==> src/rtl/rotary_encoder_ctrl.sv <==
// Quadrature rotary encoder front end: 2-flop sync, per-channel debounce, detent FSM,
// one-hot LED rotator and position counter. Define ROTARY_SATURATE_EN to clamp position.
module rotary_encoder_ctrl #(
    parameter int NUM_LEDS        = 8,
    parameter int COUNT_WIDTH     = 8,
    parameter int DEBOUNCE_CYCLES = 16
) (
    input  logic                   clock,
    input  logic                   reset,
    input  logic                   input_A,
    input  logic                   input_B,
    input  logic                   mode,
    output logic [NUM_LEDS-1:0]    leds,
    output logic [COUNT_WIDTH-1:0] position,
    output logic                   step_valid,
    output logic                   step_dir
);

    localparam int CNT_W = $clog2(DEBOUNCE_CYCLES + 1);
    localparam logic [CNT_W-1:0] CNT_LAST = CNT_W'(DEBOUNCE_CYCLES - 1);

    typedef enum logic [1:0] {
        IDLE    = 2'd0,
        CW_ARM  = 2'd1,
        CCW_ARM = 2'd2,
        DETENT  = 2'd3
    } state_t;

    // Channel index 1 is A, index 0 is B, so a pair reads as {A,B}.
    logic [1:0]       sync1, sync2, filt;
    logic [CNT_W-1:0] cnt [2];

    always_ff @(posedge clock) begin
        if (reset) begin
            sync1  <= '0;
            sync2  <= '0;
            filt   <= '0;
            cnt[0] <= '0;
            cnt[1] <= '0;
        end else begin
            sync1 <= {input_A, input_B};
            sync2 <= sync1;
            for (int i = 0; i < 2; i++) begin
                if (sync2[i] != filt[i]) begin
                    if (cnt[i] == CNT_LAST) begin
                        filt[i] <= sync2[i];
                        cnt[i]  <= '0;
                    end else begin
                        cnt[i] <= cnt[i] + CNT_W'(1);
                    end
                end else begin
                    cnt[i] <= '0;
                end
            end
        end
    end

    state_t state, state_next;
    logic   step_fire, dir_fire;

    always_comb begin
        state_next = state;
        step_fire  = 1'b0;
        dir_fire   = 1'b0;
        case (state)
            IDLE: begin
                case (filt)
                    2'b01:   state_next = CW_ARM;
                    2'b10:   state_next = CCW_ARM;
                    2'b11:   state_next = DETENT;
                    default: state_next = IDLE;
                endcase
            end
            CW_ARM: begin
                case (filt)
                    2'b11: begin
                        state_next = DETENT;
                        step_fire  = 1'b1;
                        dir_fire   = 1'b1;
                    end
                    2'b00:   state_next = IDLE;
                    2'b10:   state_next = CCW_ARM;
                    default: state_next = CW_ARM;
                endcase
            end
            CCW_ARM: begin
                case (filt)
                    2'b11: begin
                        state_next = DETENT;
                        step_fire  = 1'b1;
                    end
                    2'b00:   state_next = IDLE;
                    2'b01:   state_next = CW_ARM;
                    default: state_next = CCW_ARM;
                endcase
            end
            default: begin
                if (filt == 2'b00) state_next = IDLE;
            end
        endcase
    end

    // step_valid is a one-cycle strobe with no back-pressure; step_dir, position and
    // the pattern are already updated while it is high.
    logic [NUM_LEDS-1:0] pattern;

    always_ff @(posedge clock) begin
        if (reset) begin
            state      <= IDLE;
            step_valid <= 1'b0;
            step_dir   <= 1'b0;
            position   <= '0;
            pattern    <= NUM_LEDS'(1);
        end else begin
            state      <= state_next;
            step_valid <= step_fire;
            if (step_fire) begin
                step_dir <= dir_fire;
                if (dir_fire) begin
`ifdef ROTARY_SATURATE_EN
                    if (position != '1) position <= position + COUNT_WIDTH'(1);
`else
                    position <= position + COUNT_WIDTH'(1);
`endif
                    if (!mode) pattern <= {pattern[NUM_LEDS-2:0], pattern[NUM_LEDS-1]};
                end else begin
`ifdef ROTARY_SATURATE_EN
                    if (position != '0) position <= position - COUNT_WIDTH'(1);
`else
                    position <= position - COUNT_WIDTH'(1);
`endif
                    if (!mode) pattern <= {pattern[0], pattern[NUM_LEDS-1:1]};
                end
            end
        end
    end

    assign leds = mode ? position[NUM_LEDS-1:0] : pattern;

endmodule

==> config.mk <==
export PLATFORM = sky130hd
export DESIGN_NAME = rotary_encoder_ctrl
export DESIGN_NICKNAME = d
export VERILOG_FILES = /design/src/rtl/rotary_encoder_ctrl.sv
export SDC_FILE = /design/constraint.sdc
export NUM_CORES = 1
export LEC_CHECK = 0
export BUFFER_PORTS_ARGS = -buffer_cell sky130_fd_sc_hd__buf_2
export CORE_MARGIN = 2
export CORE_UTILIZATION = 45
export DETAILED_ROUTE_END_ITERATION = 10
export RECOVER_POWER = 100
export SETUP_SLACK_MARGIN = 0.15
export SLEW_MARGIN = 30
export SYNTH_ARGS = -nofsm -noshare
export SYNTH_HDL_FRONTEND = slang
export SYNTH_SLANG_ARGS = --single-unit
==> constraint.sdc <==
create_clock -name clock -period 4.58 [get_ports clock]
set_input_delay 0.687 -clock clock [delete_from_list [all_inputs] [get_ports clock]]
set_output_delay 0.687 -clock clock [all_outputs]
set_load 0.01 [all_outputs]
; ---- Yosys cells after proc, flatten, opt, wreduce, memory -nomap -nowiden
; Memories as Yosys holds them, arrays and structs flattened.
; Cells that the tools add are included.
[word_totals]
regBits = 26
mem_count = 1
inputBits = 5
ramBits = 10
elab_cells = 80
out_inout_bits = 18
[memory_table]
columns = name, depth, word_bits, read_ports, rd_ports_with_merged_regs, wr, line_no
row1 = cnt, 2, 5, 2, 0, 2, 31  ; logic [CNT_W-1:0] cnt [2];
[classes]
add_sub_neg = 4
n_reduce_logical = 7
eq_ne = 9
bitwise_logic = 7
muxes = 43
[op_table]
columns = cell, count
row1 = 2-to-1 mux 8 bit, 5
row2 = 2-to-1 mux 5 bit, 6
row3 = 2-to-1 mux 1 bit, 27
row4 = one-hot mux 2 bit (3 select lines), 4
row5 = "adder 5 x 1 -> 5 bit, second input constant", 2
row6 = "== test 5 x 4 -> 1 bit, second input constant", 2
row7 = "adder 8 x 1 -> 8 bit, second input constant", 1
row8 = "subtractor 8 x 1 -> 8 bit, second input constant", 1
row9 = "== test 2 bit, second input constant", 3
row10 = OR 1 bit, 6
row11 = AND reduction 2 bit, 3
row12 = "== test 2 x 1 -> 1 bit, second input constant", 2
row13 = logical NOT 2 bit, 2
row14 = nonzero test 4 bit, 1
row15 = 2-to-1 mux 2 bit, 1
row16 = != test 1 bit, 2
row17 = OR reduction 2 bit, 1
row18 = NOT 1 bit, 1

; ---- Longest topological paths before layout
[logic_depth]
word_depth = 8
mapped_depth = 10
ltp_nobuf = 9

; ---- Worst setup path after synthesis
; No wires, ideal clock.
[synth_path]
path_type = register to register
from = register state[1]
to = register position[7]
t_required_ps = 4457
synth_period_minus_slack_ps = 2400
setup_slack_ps = 2180
n_path_buf = 1
arrival_ps = 2277
setup_time_ps = 123
stages_incl_launch_ff = 11
path_cell_list = dfxtp_1 > inv_1 > ha_1 > nand3_1 > buf_8 > ha_1 > a211oi_2 > o31ai_1 > a211oi_2 > mux2i_1 > mux2_1
[synth_between]
elab_chain_len = 3
word_cells_on_any_way = 6
classes_between = eq/ne (2) / mux (3) / reduce/logical (1)
[synth_rtl]
columns = element, line_no
row1 = "start, declared", 58  ; state_t state, state_next;
row2 = "start signal, assigned", 115  ; state <= state_next;
row3 = == test 2 x 1 -> 1 bit / == test 2 bit (equally long branches), 65  ; case (state)
row4 = 2-to-1 mux 1 bit / OR reduction 2 bit (equally long branches), n/a
row5 = 2-to-1 mux 8 bit / 2-to-1 mux 1 bit (equally long branches), n/a
row6 = "end signal, assigned", 123  ; position <= position + COUNT_WIDTH'(1);
row7 = "end signal, assigned", 130  ; position <= position - COUNT_WIDTH'(1);
row8 = "end, declared", 14  ; output logic [COUNT_WIDTH-1:0] position,
; Parallel ways exist; a longest one is shown, timed or not.
; A chain may end at the register's enable or synchronous reset.

; ---- Final worst setup path
; Same ends and word-level chain as after synthesis.

==> results.toml <==
[placement]
place_congestion = 0.764
port_buffers = 22
place_ws_ns = 1.36
hpwlAfterDp_um = 2740

[detailed_routing]
drt_iter0_drc = 64
avgViaCountPerCell = 5.37
ant_nets = 0
drt_pass1_iterations = 4
wirelength_um = 3750
vias = 1467
wire_per_inst_um = 13.7
drc = 0

[sta]
rsz0062_at_grt = "no"
hold_violations = 0
finalCritPeriodShare_pct = 72.8
fin_setup_tns_ns = 0
setup_viol = 0
worst_pin_slew_ns = 1.29
relSlewSlack_pct = 13.9
fin_crit_ns = 3.34
max_clock_freq_mhz = 300
worst_slack_ns = 1.24
slew_violations = 0
skew_ns = 0.00694

[clock_tree]
postCtsHoldBufs = 0
clock-sinks = 36
ctsResizeCount = 0
root_buffer = "clkbuf_8"
clk_latency_ns = 0.29
clockBufferDepth = 2
cts_setup_buffers = 0
clk_pin_slew_ns = 0.07
cts_tree = "yes"
numCtsBuffers = 5
h-tree-depth = 2

[yosys]
async_reset_ff_share_pct = 0
syn_area_sq_mm = 0.00194
yosysMostFrequentCell = "nor2_1"
yosys_most_used_dff = "dfxtp_1"
ys_top_cells_by_count = "nor2_1, dfxtp_1, ha_1"
synth.top_cells.by_area = "dfxtp_1, edfxtp_1, ha_1"
ys_types = 40
yosysTopAreaCell = "dfxtp_1"
yosysWarnings = 0
synth_area_per_cell_sq_um = 9.98
synth_edf_count = 10
synth_seq_area_share_pct = 42.4
synth.top_cell.area_share_pct = 26.9
postSynthCellCount = 194
synth-seq-cells = 36

[setup_path]
crit_path_start_kind = "flip-flop"
critPathArrivalTime_ns = 3.51
critPathTopFamily = "adder cells"
cp_max_fo = 16
crit_path_frequent_cell = "ha_1"
crit_chain = "inv_1 -> ha_1 -> nand3_1 -> ha_1 -> o21ai_0 -> o31ai_1 -> a211oi_1 -> mux2i_1 -> mux2_1"
end_kind = "flip-flop"
slowest_delay_ns = 0.63
crit_buf_inv = 1
critPathRequiredTime_ns = 4.76
crit_type = "flip-flop to flip-flop"
slowest_stage = "nand3_1"

[floorplanning]
die_w_um = 69.6
ios = 23
core_area_sq_mm = 0.00406
die_y_um = 69.6
die_area_sq_mm = 0.00484
initial_core_util_pct = 47.7
rows = 23

[power_and_ir_drop]
peakVddDrop_v = 0.000123
p_leak_nw = 0.900
p_per_area_mw_per_mm2 = 272

[hold_path]
hp-class = "flip-flop to flip-flop"

[job]
drv_cap = 0

[grt]
grt_pass1_wl_um = 6390
grt_max_degree = 31
grt_pass1_vias = 1434
track_usage_pct = 16.5
grt_antenna_before_repair = 0
grt_overflow = 0

[run_status]
status = "completed"

[finish]
drive_above_1_share_pct = 8.97
area_growth_pct = 9.04
fill_cells = 391
num_antenna_cells = 0
finalNetCount = 242
[power by group]
group / leakage, nW / switching, mW / internal [mW]
clock network: 0.0422 / 0.113 / 0.107
logic: 0.544 / 0.0117 / 0.00722
registers: 0.313 / 0.00310 / 0.332
[stage by stage]
stage               std cells  hold WS, ns  power, mW  util, %  instance area (sq um)
floorplan                 203        0.414      0.358        -                   1970
finish                    273        0.457      0.574     52.1                   2110
CTS                       273        0.457      0.582     52.8                   2140
global route              273        0.470      0.600     52.1                   2110
detailed placement        265        0.432      0.362     50.8                   2060
global placement          265        0.430      0.361     50.8                   2060
[state kept, by name, summed over array words and instances, names as in the netlist]
signal and flops:
cnt 10, filt 2, pattern 8, position 8
state 2, step_dir 1, step_valid 1, sync1 2
sync2 2
[worst reg2reg max path, stage by stage, from the launching register on]
cell and delay, ns:
dfxtp_1 0.34, inv_1 0.08, ha_1 0.20, nand3_1 0.63
ha_1 0.63, o21ai_0 0.34, o31ai_1 0.14, a211oi_1 0.30
mux2i_1 0.23, mux2_1 0.33
[final cells by class]
cell class	count	area, sq um	area share, %
multi-input cells	149	1030	48.8
flip-flops and latches	36	821	38.9
repair buffers	22	86.3	4.09
clock buffers	7	76.3	3.61
well taps	50	62.6	2.96
inverters	8	30.0	1.42
clock inverters	1	5.00	0.237
[cell families after synthesis]
kind of cell | Yosys count | share of synthesized area (%)
compound gates | 31 | 11.5
xor+xnor | 9 | 4.07
fa+ha+maj | 15 | 10.1
buf+inv | 18 | 5.88
flops | 36 | 42.4
mux | 20 | 10.9
other cells | 1 | 0.194
simple gates | 64 | 15.0
[per-layer routing]
layer	track usage, %	routed length (um)	up-vias
met5	0	0	-
met4	8.28	78	0
met3	5.52	180	7
met2	27.4	1810	36
met1	18.9	1670	694
li1	-	-	730
[worst paths after layout]
kind	cells after the start	slack, ns	to	from
max	9	1.24	position[7]	state[1]
min	2	0.46	step_dir	step_dir
max reg2reg	9	1.24	position[7]	state[1]
min reg2reg	2	0.46	step_dir	step_dir
[cell usage in the layout, fill, tap and decap left out, drive strengths merged, types with 8 or more instances in the layout]
cell,synthesis,routed
ha,14,14
dfxtp,26,26
clkbuf,7,26
mux2i,11,11
nand2,12,12
nor2,29,29
inv,8,8
edfxtp,10,10
a211oi,10,10
mux2,9,9
conb,1,10
Power figures use the tool's default switching activity.
